### config.mk
export PLATFORM = sky130hd
export DESIGN_NAME = mult_div_unit
export DESIGN_NICKNAME = d
export VERILOG_FILES = /design/src/rtl/mult_div_unit.sv
export SDC_FILE = /design/constraint.sdc
export NUM_CORES = 1
export LEC_CHECK = 0
export ABC_AREA = 1
export ABC_CLOCK_PERIOD_IN_PS = 5870
export BUFFER_PORTS_ARGS = -buffer_cell sky130_fd_sc_hd__buf_2
export CAP_MARGIN = 30
export CORE_UTILIZATION = 59
export CTS_CLUSTER_SIZE = 10
export DETAILED_ROUTE_END_ITERATION = 6
export PLACE_DENSITY = 0.91
export SYNTH_ARGS = -nofsm -noshare
export SYNTH_HDL_FRONTEND = slang
export SYNTH_SLANG_ARGS = --single-unit
### constraint.sdc
create_clock -name clk -period 5.87 [get_ports clk]
set_clock_uncertainty 0.1 [all_clocks]
set_input_delay 0.2935 -clock clk [delete_from_list [all_inputs] [get_ports clk]]
set_output_delay 0.2935 -clock clk [all_outputs]
set_load 0.01 [all_outputs]
### src/rtl/mult_div_unit.sv
// mult_div_unit: iterative multiply/divide unit with architectural HI/LO.
//
// Runs MULT/MULTU/DIV/DIVU over WIDTH cycles. Multiplication uses
// shift-add and division uses restoring shift-subtract. Both share one
// accumulator/shift register pair, so HI/LO fall out of the same registers.
// MTHI/MTLO writes go straight into HI/LO when no operation is running.
//
// Optional feature macro: MULT_DIV_SIGNED_EN
//   defined   : op[1]=1 selects signed MULT/DIV. The datapath works on
//               magnitudes and the signs are fixed up on the final edge.
//   undefined : op[1] is ignored and every operation is unsigned.
//
// Ports:
//   clk, reset        clock; asynchronous active-high reset
//   start, op[1:0]    issue request; op 00 MULTU, 01 DIVU, 10 MULT, 11 DIV
//   operandA/B        rs / rt (multiplicand/dividend, multiplier/divisor)
//   mtWrite, mtSel,   MTLO (mtSel=0) / MTHI (mtSel=1) write strobe and data
//   mtData
//   busy              high while an operation is iterating
//   done              one-cycle pulse once HI/LO hold the new result
//   divByZero         pulses together with done for a zero divisor
//   hi, lo            architectural HI/LO registers
//   dbg_state         current FSM state (0 IDLE, 1 RUN, 2 DONE)
//
// Handshake: start is taken on any rising edge where busy=0 (IDLE or DONE).
// While busy=1, start and mtWrite are ignored. If start and mtWrite arrive
// in the same accepted cycle, start wins and the write is dropped.
module mult_div_unit #(
  parameter int WIDTH = 32
) (
  input  logic             clk,
  input  logic             reset,
  input  logic             start,
  input  logic [1:0]       op,
  input  logic [WIDTH-1:0] operandA,
  input  logic [WIDTH-1:0] operandB,
  input  logic             mtWrite,
  input  logic             mtSel,
  input  logic [WIDTH-1:0] mtData,
  output logic             busy,
  output logic             done,
  output logic             divByZero,
  output logic [WIDTH-1:0] hi,
  output logic [WIDTH-1:0] lo,
  output logic [1:0]       dbg_state
);

  localparam int CW = $clog2(WIDTH);

  typedef enum logic [1:0] {
    IDLE = 2'd0,
    RUN  = 2'd1,
    DONE = 2'd2
  } state_t;

  state_t           state, state_nx;
  logic [CW-1:0]    cnt;
  logic             is_div;
  logic             dz;
  logic [WIDTH-1:0] acc;   // partial product high half / partial remainder
  logic [WIDTH-1:0] qr;    // multiplier bits / dividend bits -> quotient
  logic [WIDTH-1:0] bop;   // multiplicand / divisor magnitude

  logic accept;
  logic last;

  assign accept = start && (state != RUN);
  assign last   = (state == RUN) && (cnt == CW'(WIDTH - 1));

  // ---------------------------------------------------------------------
  // Operand conditioning
  // ---------------------------------------------------------------------
  logic [WIDTH-1:0] a_mag, b_mag;

`ifdef MULT_DIV_SIGNED_EN
  logic sgn_a, sgn_b;
  logic neg_q, neg_r;   // neg_q also marks a negative product

  assign sgn_a = op[1] & operandA[WIDTH-1];
  assign sgn_b = op[1] & operandB[WIDTH-1];
  // The magnitude of the most negative value wraps to itself. As an
  // unsigned number it is still the correct magnitude.
  assign a_mag = sgn_a ? -operandA : operandA;
  assign b_mag = sgn_b ? -operandB : operandB;
`else
  logic unused_op1;
  assign unused_op1 = op[1];
  assign a_mag      = operandA;
  assign b_mag      = operandB;
`endif

  // ---------------------------------------------------------------------
  // One iteration step
  // ---------------------------------------------------------------------
  logic [WIDTH:0]   m_sum, d_shift, d_diff;
  logic [WIDTH-1:0] acc_nx, qr_nx;

  always_comb begin
    m_sum   = {1'b0, acc} + (qr[0] ? {1'b0, bop} : '0);
    d_shift = {acc, qr[WIDTH-1]};
    // The partial remainder stays below the divisor, so the top bit of
    // d_diff is set exactly when the trial subtraction borrows.
    d_diff  = d_shift - {1'b0, bop};
    if (is_div) begin
      if (!d_diff[WIDTH]) begin
        acc_nx = d_diff[WIDTH-1:0];
        qr_nx  = {qr[WIDTH-2:0], 1'b1};
      end else begin
        acc_nx = d_shift[WIDTH-1:0];
        qr_nx  = {qr[WIDTH-2:0], 1'b0};
      end
    end else begin
      acc_nx = m_sum[WIDTH:1];
      qr_nx  = {m_sum[0], qr[WIDTH-1:1]};
    end
  end

  // Final result: acc holds HI (product high / remainder), qr holds LO.
  logic [WIDTH-1:0] res_hi, res_lo;

  always_comb begin
    res_hi = acc_nx;
    res_lo = qr_nx;
`ifdef MULT_DIV_SIGNED_EN
    if (is_div) begin
      // A zero divisor leaves |A| in the remainder. Restoring the sign of A
      // then yields A itself, which is the required HI value.
      if (neg_r)        res_hi = -acc_nx;
      if (neg_q && !dz) res_lo = -qr_nx;
    end else if (neg_q) begin
      {res_hi, res_lo} = -{acc_nx, qr_nx};
    end
`endif
    if (dz) res_lo = '1;
  end

  // ---------------------------------------------------------------------
  // FSM
  // ---------------------------------------------------------------------
  always_ff @(posedge clk or posedge reset) begin
    if (reset) state <= IDLE;
    else       state <= state_nx;
  end

  always_comb begin
    state_nx = state;
    case (state)
      IDLE:    if (start) state_nx = RUN;
      RUN:     if (last)  state_nx = DONE;
      DONE:    state_nx = start ? RUN : IDLE;
      default: state_nx = IDLE;
    endcase
  end

  assign busy      = (state == RUN);
  assign done      = (state == DONE);
  assign dbg_state = state;

  // ---------------------------------------------------------------------
  // Datapath and HI/LO
  // ---------------------------------------------------------------------
  always_ff @(posedge clk or posedge reset) begin
    if (reset) begin
      cnt       <= '0;
      is_div    <= 1'b0;
      dz        <= 1'b0;
      acc       <= '0;
      qr        <= '0;
      bop       <= '0;
      hi        <= '0;
      lo        <= '0;
      divByZero <= 1'b0;
`ifdef MULT_DIV_SIGNED_EN
      neg_q     <= 1'b0;
      neg_r     <= 1'b0;
`endif
    end else begin
      divByZero <= 1'b0;
      if (accept) begin
        cnt    <= '0;
        is_div <= op[0];
        dz     <= op[0] && (operandB == '0);
        acc    <= '0;
        qr     <= a_mag;
        bop    <= b_mag;
`ifdef MULT_DIV_SIGNED_EN
        neg_q  <= sgn_a ^ sgn_b;
        neg_r  <= sgn_a;
`endif
      end else if (state == RUN) begin
        cnt <= cnt + CW'(1);
        acc <= acc_nx;
        qr  <= qr_nx;
        if (last) begin
          hi        <= res_hi;
          lo        <= res_lo;
          divByZero <= dz;
        end
      end else if (mtWrite) begin
        if (mtSel) hi <= mtData;
        else       lo <= mtData;
      end
    end
  end

endmodule

### Word level (Yosys, flattened, before mapping)

Cells that the tools add are included.

* register bits: 170
* word-level logic and storage cells: 59
* output and inout port bits: 69
* input port bits: 103

* mux-type cells: 27
* eq/ne operators: 7
* bitwise logic cells: 1
* add/subtract/negate cells: 3
* reductions and logical operators: 11

Operator list (number)
* $mux 32: 17
* $add 32x32->33: 1
* $sub 33x32->33: 1
* $logic_not 32->1: 1
* $mux 5: 2
* $reduce_and 4->1: 2
* $ne 2x1->1 const B: 3
* $pmux 2 s3: 1
* $reduce_bool 2->1: 3
* $add 5x1->5 const B: 1
* $eq 5x5->1 const B: 1
* $mux 1: 5
* $mux 2: 2
* $logic_and 1x1->1: 3
* $eq 2x1->1 const B: 1
* $eq 2x2->1 const B: 1
* $logic_not 2->1: 1
* $ne 2x2->1 const B: 1
* $reduce_and 2->1: 1
* $not 1->1: 1

### Longest topological paths before layout

* word-level depth: 6
* gate-level depth with buffers: 21
* mapped depth without buffers: 20

### Least setup slack after synthesis

No wires, ideal clock.

* path type: flip-flop to flip-flop
* from: register qr[0]
* to: register acc[21]
* buffers on the path: 2
* library setup time: 0.130 ns
* data arrival time: 2.402 ns
* stages on the path, launching flop included: 18
* period minus slack after synthesis: 2.632 ns
* path slack: 3.238 ns
* data required time: 5.640 ns
* cell sequence: dfrtp_1 -> clkbuf_1 -> clkbuf_1 -> nand2_1 -> inv_1 -> ha_1 -> fa_1 -> nand2_1 -> o21ai_0 -> a21oi_1 -> o21ai_0 -> nand2_1 -> nand2_1 -> nand2_1 -> nand3_1 -> nand2_1 -> nand2_1 -> o21ai_0

* longest elaborated chain between the ends: 5

Ends and longest elaborated chain
* from (decl): RTL line 61 `logic [WIDTH-1:0] qr;`
* from (signal assigned): RTL line 184 `qr <= a_mag;`
* from (signal assigned): RTL line 193 `qr <= qr_nx;`
* $mux 32: RTL line 99 `m_sum = {1'b0, acc} + (qr[0] ? {1'b0, bop} : '0);`
* $add 32x32->33: RTL line 99
* $mux 32: RTL line 104 `if (is_div) begin`
* $mux 32: RTL line 190 `end else if (state == RUN) begin`
* $mux 32: RTL line 179 `if (accept) begin`
* to (signal assigned): RTL line 192 `acc <= acc_nx;`
* to (decl): RTL line 60 `logic [WIDTH-1:0] acc;`

Every way passes these cells. The select of a mux whose other input is x is not followed.
A chain may end at the register's enable or synchronous reset.

### Worst setup path after layout

* from: register qr[0]
* to: register hi[29]

* longest elaborated chain between the ends: 5

Ends and longest elaborated chain
* $mux 32: RTL line 99
* $add 32x32->33: RTL line 99
* $mux 32: RTL line 104
* $mux 32: RTL line 194 `if (last) begin`
* $mux 32: RTL line 190
* to (signal assigned): RTL line 195 `hi <= res_hi;`
* to (signal assigned): RTL line 200 `if (mtSel) hi <= mtData;`
* to (decl): RTL line 43 `output logic [WIDTH-1:0] hi,`

Every way passes these cells. The select of a mux whose other input is x is not followed.

==> metrics.txt <==
# TYPE chip_impl_metric gauge
chip_impl_metric{name="cap_viol_max_count",unit=""} 0
chip_impl_metric{name="vias",unit=""} 14200
chip_impl_metric{name="timing.hold.ws",unit="ps"} 8.47
chip_impl_info{name="timing.setup.critical_path_class",value="reg -> reg"} 1
chip_impl_info{name="yosys-top-cells-area",value="sky130_fd_sc_hd__dfrtp_1 (33%), sky130_fd_sc_hd__nand2_1 (18%), sky130_fd_sc_hd__inv_1 (9.6%), sky130_fd_sc_hd__ha_1 (6.4%), sky130_fd_sc_hd__a21oi_1 (6.1%)"} 1
chip_impl_info{name="final_cell_mix",value="sky130_fd_sc_hd__nand2_1 (632), sky130_fd_sc_hd__inv_1 (330), sky130_fd_sc_hd__dfrtp_1 (170), sky130_fd_sc_hd__buf_2 (170), sky130_fd_sc_hd__a21oi_1 (159)"} 1
chip_impl_metric{name="io-pin-count",unit=""} 172
chip_impl_metric{name="setup_viol",unit=""} 0
chip_impl_info{name="worst_setup_path_startpoint",value="qr[0]$_DFFE_PP0P_"} 1
chip_impl_metric{name="num-fill-cells",unit=""} 1758
chip_impl_metric{name="drc_errors",unit=""} 0
chip_impl_metric{name="floorplan.die.width",unit="µm"} 150
chip_impl_metric{name="fin_nets",unit=""} 2354
chip_impl_metric{name="final_area",unit="µm²"} 15100
chip_impl_metric{name="synthesis.area",unit="µm²"} 12900
chip_impl_metric{name="coreArea",unit="µm²"} 21300
chip_impl_metric{name="fmaxAchievable",unit="GHz"} 0.282
chip_impl_info{name="outcome",value="complete, no violations"} 1
chip_impl_metric{name="grt_start_max_net_pins",unit=""} 105
chip_impl_metric{name="fp-row-count",unit=""} 53
chip_impl_metric{name="drt_iter0_markers",unit=""} 1468
chip_impl_metric{name="synth.net_count",unit=""} 2174
chip_impl_metric{name="grt.overflow.total",unit=""} 0
chip_impl_metric{name="worst_slew_margin_rel",unit=""} 0.302
chip_impl_metric{name="floorplan.die_area",unit="µm²"} 22500
chip_impl_info{name="crit-reg2reg-capture",value="hi[29]$_DFFE_PP0P_"} 1
chip_impl_metric{name="portBuffers",unit=""} 170
chip_impl_metric{name="insertion_delay",unit="ps"} 450
chip_impl_metric{name="fin_cells",unit=""} 2473
chip_impl_metric{name="global_route.usage.total",unit=""} 0.385
chip_impl_metric{name="initial_core_util",unit=""} 0.608
chip_impl_metric{name="timing_worst_slew_pin_value",unit="ps"} 1040
chip_impl_metric{name="die_height",unit="µm"} 150
chip_impl_metric{name="netlist.area_leader.share",unit=""} 0.329
chip_impl_metric{name="drt-wirelength-per-cell",unit="µm"} 17.4
chip_impl_info{name="synth_top_cell_by_area",value="sky130_fd_sc_hd__dfrtp_1"} 1
chip_impl_metric{name="detailedPlace.worstSlack",unit="ps"} 2590
chip_impl_metric{name="totalPowerFinal",unit="mW"} 10.8
chip_impl_metric{name="finalCoreUtilization",unit=""} 0.707
chip_impl_metric{name="gp_routability_congestion",unit=""} 0.991
chip_impl_metric{name="number_of_vias_per_cell_after_detailed_routing",unit=""} 5.74
chip_impl_metric{name="total_leakage_power",unit="nW"} 8.22
chip_impl_info{name="critical_path.reg2reg.startpoint",value="qr[0]$_DFFE_PP0P_"} 1
chip_impl_info{name="min_path_type",value="in -> reg"} 1
chip_impl_metric{name="slew_violations",unit=""} 0
chip_impl_metric{name="share_of_the_clock_period_used_by_the_worst_path_after_layout",unit=""} 0.605
chip_impl_metric{name="yosysUniqueCellTypes",unit=""} 45
chip_impl_metric{name="hold_viol_final",unit=""} 0
chip_impl_metric{name="clk_pin_slew_worst_paths",unit="ps"} 80
chip_impl_metric{name="grt_pass1_vias",unit=""} 13200
chip_impl_info{name="critPathLaunchType",value="flop"} 1
chip_impl_metric{name="cts.sink_count",unit=""} 170
chip_impl_metric{name="cp_data_required_time",unit="ps"} 6140
chip_impl_metric{name="hpwl",unit="µm"} 31700
chip_impl_metric{name="power_density_normalized_to_cell_area",unit="nW/µm²"} 716
chip_impl_metric{name="mapped_cells",unit=""} 2003
chip_impl_metric{name="timing.setup.tns",unit="ps"} 0
chip_impl_metric{name="max-clock-path-buffers",unit=""} 2
chip_impl_metric{name="totalWireLength",unit="µm"} 43000
chip_impl_info{name="cts_tree",value="yes"} 1
chip_impl_info{name="clk_root_buffer_cell",value="sky130_fd_sc_hd__clkbuf_16"} 1
chip_impl_metric{name="power.ir.vdd_worst",unit="mV"} 0.389
chip_impl_metric{name="synth_seq_area_share",unit=""} 0.329
chip_impl_metric{name="htreeDepth",unit=""} 4
chip_impl_metric{name="worst-r2r-setup-slack",unit="ps"} 2320
chip_impl_metric{name="cts-resized-gates",unit=""} 0
chip_impl_metric{name="postLayoutSetupSlackWorst",unit="ps"} 2320
chip_impl_metric{name="numPlacedInstances",unit=""} 2390
chip_impl_metric{name="layout-drive-gt1-share",unit=""} 0.114
chip_impl_metric{name="worst_reg2reg_path_depth",unit=""} 15
chip_impl_metric{name="final_antenna_net_count",unit=""} 0
chip_impl_metric{name="layout_min_cycle_time",unit="ps"} 3550
chip_impl_metric{name="cts-buffers-inserted",unit=""} 17
chip_impl_metric{name="synth_warnings",unit=""} 0
chip_impl_info{name="mostFrequentLayoutCell",value="sky130_fd_sc_hd__nand2_1"} 1
chip_impl_metric{name="crit_path_max_fanout",unit=""} 32
chip_impl_metric{name="synth.avg_cell_area",unit="µm²"} 6.46
chip_impl_metric{name="syn2layout_area_growth",unit="%"} 16.4
chip_impl_info{name="worst_setup_path_endpoint",value="hi[29]$_DFFE_PP0P_"} 1
chip_impl_metric{name="grt_antenna_before_repair",unit=""} 1
chip_impl_info{name="grt_setup_unrepaired",value="false"} 1
chip_impl_info{name="crit_end_element",value="flop"} 1
chip_impl_metric{name="synth.ff_latch_count",unit=""} 170
chip_impl_metric{name="cts_setup_buffers",unit=""} 0
chip_impl_metric{name="grt_pass1_wl",unit="µm"} 66700
chip_impl_metric{name="dpl-instance-area",unit="µm²"} 13900
chip_impl_metric{name="drtPass1Iterations",unit=""} 7
chip_impl_metric{name="critical_path_arrival",unit="ps"} 3820
[logic make-up (layout without fill, tap and decap cells)]
logic type | after synthesis | in the layout | share of synthesized area
AOI/OAI and AO/OA | 375 | 375 | 0.166
xor gates and xnor gates | 13 | 13 | 0.00880
adders and majority gates | 68 | 68 | 0.0669
buffers and inverters | 408 | 601 | 0.123
DFF | 170 | 170 | 0.329
other | 0 | 2 | 0
and+or+nand+nor | 969 | 969 | 0.307
[flip-flops by register name (all words and copies together) (netlist names), 2 cells and up]
register   count
bop           32
acc           32
hi            32
qr            32
lo            32
dbg_state      2
cnt            5
[worst min-delay path by stage]
stage	startpoint	endpoint	cells past startpoint	slack [ps]
6_report	operandA[20]	qr[20]$_DFFE_PP0P_	3	8
2_1_floorplan	operandB[0]	bop[0]$_DFFE_PP0P_	2	310
5_1_grt	operandA[29]	qr[29]$_DFFE_PP0P_	3	6
3_5_place_dp	reset	lo[9]$_DFFE_PP0P_	2	110
3_3_place_gp	bop[0]$_DFFE_PP0P_	bop[0]$_DFFE_PP0P_	2	380
4_1_cts	operandA[20]	qr[20]$_DFFE_PP0P_	3	0.2
[where the power goes]
group / switching, mW / internal (mW) / total [mW] / leakage, nW
Sequential: 0.429 / 1.76 / 2.19 / 1.97
Combinational: 5.02 / 2.40 / 7.42 / 5.96
Clock: 0.602 / 0.573 / 1.18 / 0.288
[layer usage]
layer	track usage	wire length, µm
met1	0.489	17400
met5	0	0
met3	0.0621	3360
met2	0.629	20100
met4	0.203	2200
[cells in the mapped netlist, drive strengths merged]
cell type	count
a21boi	2
and2	4
a21oi	164
and3	2
o21ai	120
nor4	10
fa	2
o32ai	1
a31oi	15
inv	340
buf	15
xor2	8
o22ai	1
xnor2	5
nand3	118
nand4	12
a21o	7
nand3b	2
or2	4
nor2	160
o21a	1
a22o	2
clkbuf	53
dfrtp	170
nand2	644
a41oi	21
o21bai	8
nor3	13
ha	66
o211ai	33
[final cells by class]
cell class                 instances  area, µm²  area share
clock inverter                    15        171      0.0114
multi-input combinational       1425       7120       0.473
inverter                         340       1280      0.0851
timing repair buffer             229       1450      0.0966
antenna                            2       5.00    0.000332
clock buffer                      17        425      0.0283
tap                              275        344      0.0229
sequential                       170       4250       0.283
[timing repair]
item,4_1_cts,5_1_grt
setup endpoints to repair,0,0
hold endpoints to repair,90,0
hold buffers,48,0
[critical path, cell delays in order, from the launching register on]
cell and delay, ps:
sky130_fd_sc_hd__dfrtp_1 380, sky130_fd_sc_hd__buf_4 350, sky130_fd_sc_hd__nand2_1 90, sky130_fd_sc_hd__inv_1 70, sky130_fd_sc_hd__ha_1 180, sky130_fd_sc_hd__fa_1 230, sky130_fd_sc_hd__nand2_1 60, sky130_fd_sc_hd__o21ai_0 350
sky130_fd_sc_hd__a21oi_1 200, sky130_fd_sc_hd__o21ai_0 630, sky130_fd_sc_hd__nand2_1 220, sky130_fd_sc_hd__nand3_1 140, sky130_fd_sc_hd__nand3_1 90, sky130_fd_sc_hd__nand2_1 90, sky130_fd_sc_hd__nand2_1 100, sky130_fd_sc_hd__a21oi_1 180
No activity file was read; power rests on OpenSTA's default activity.
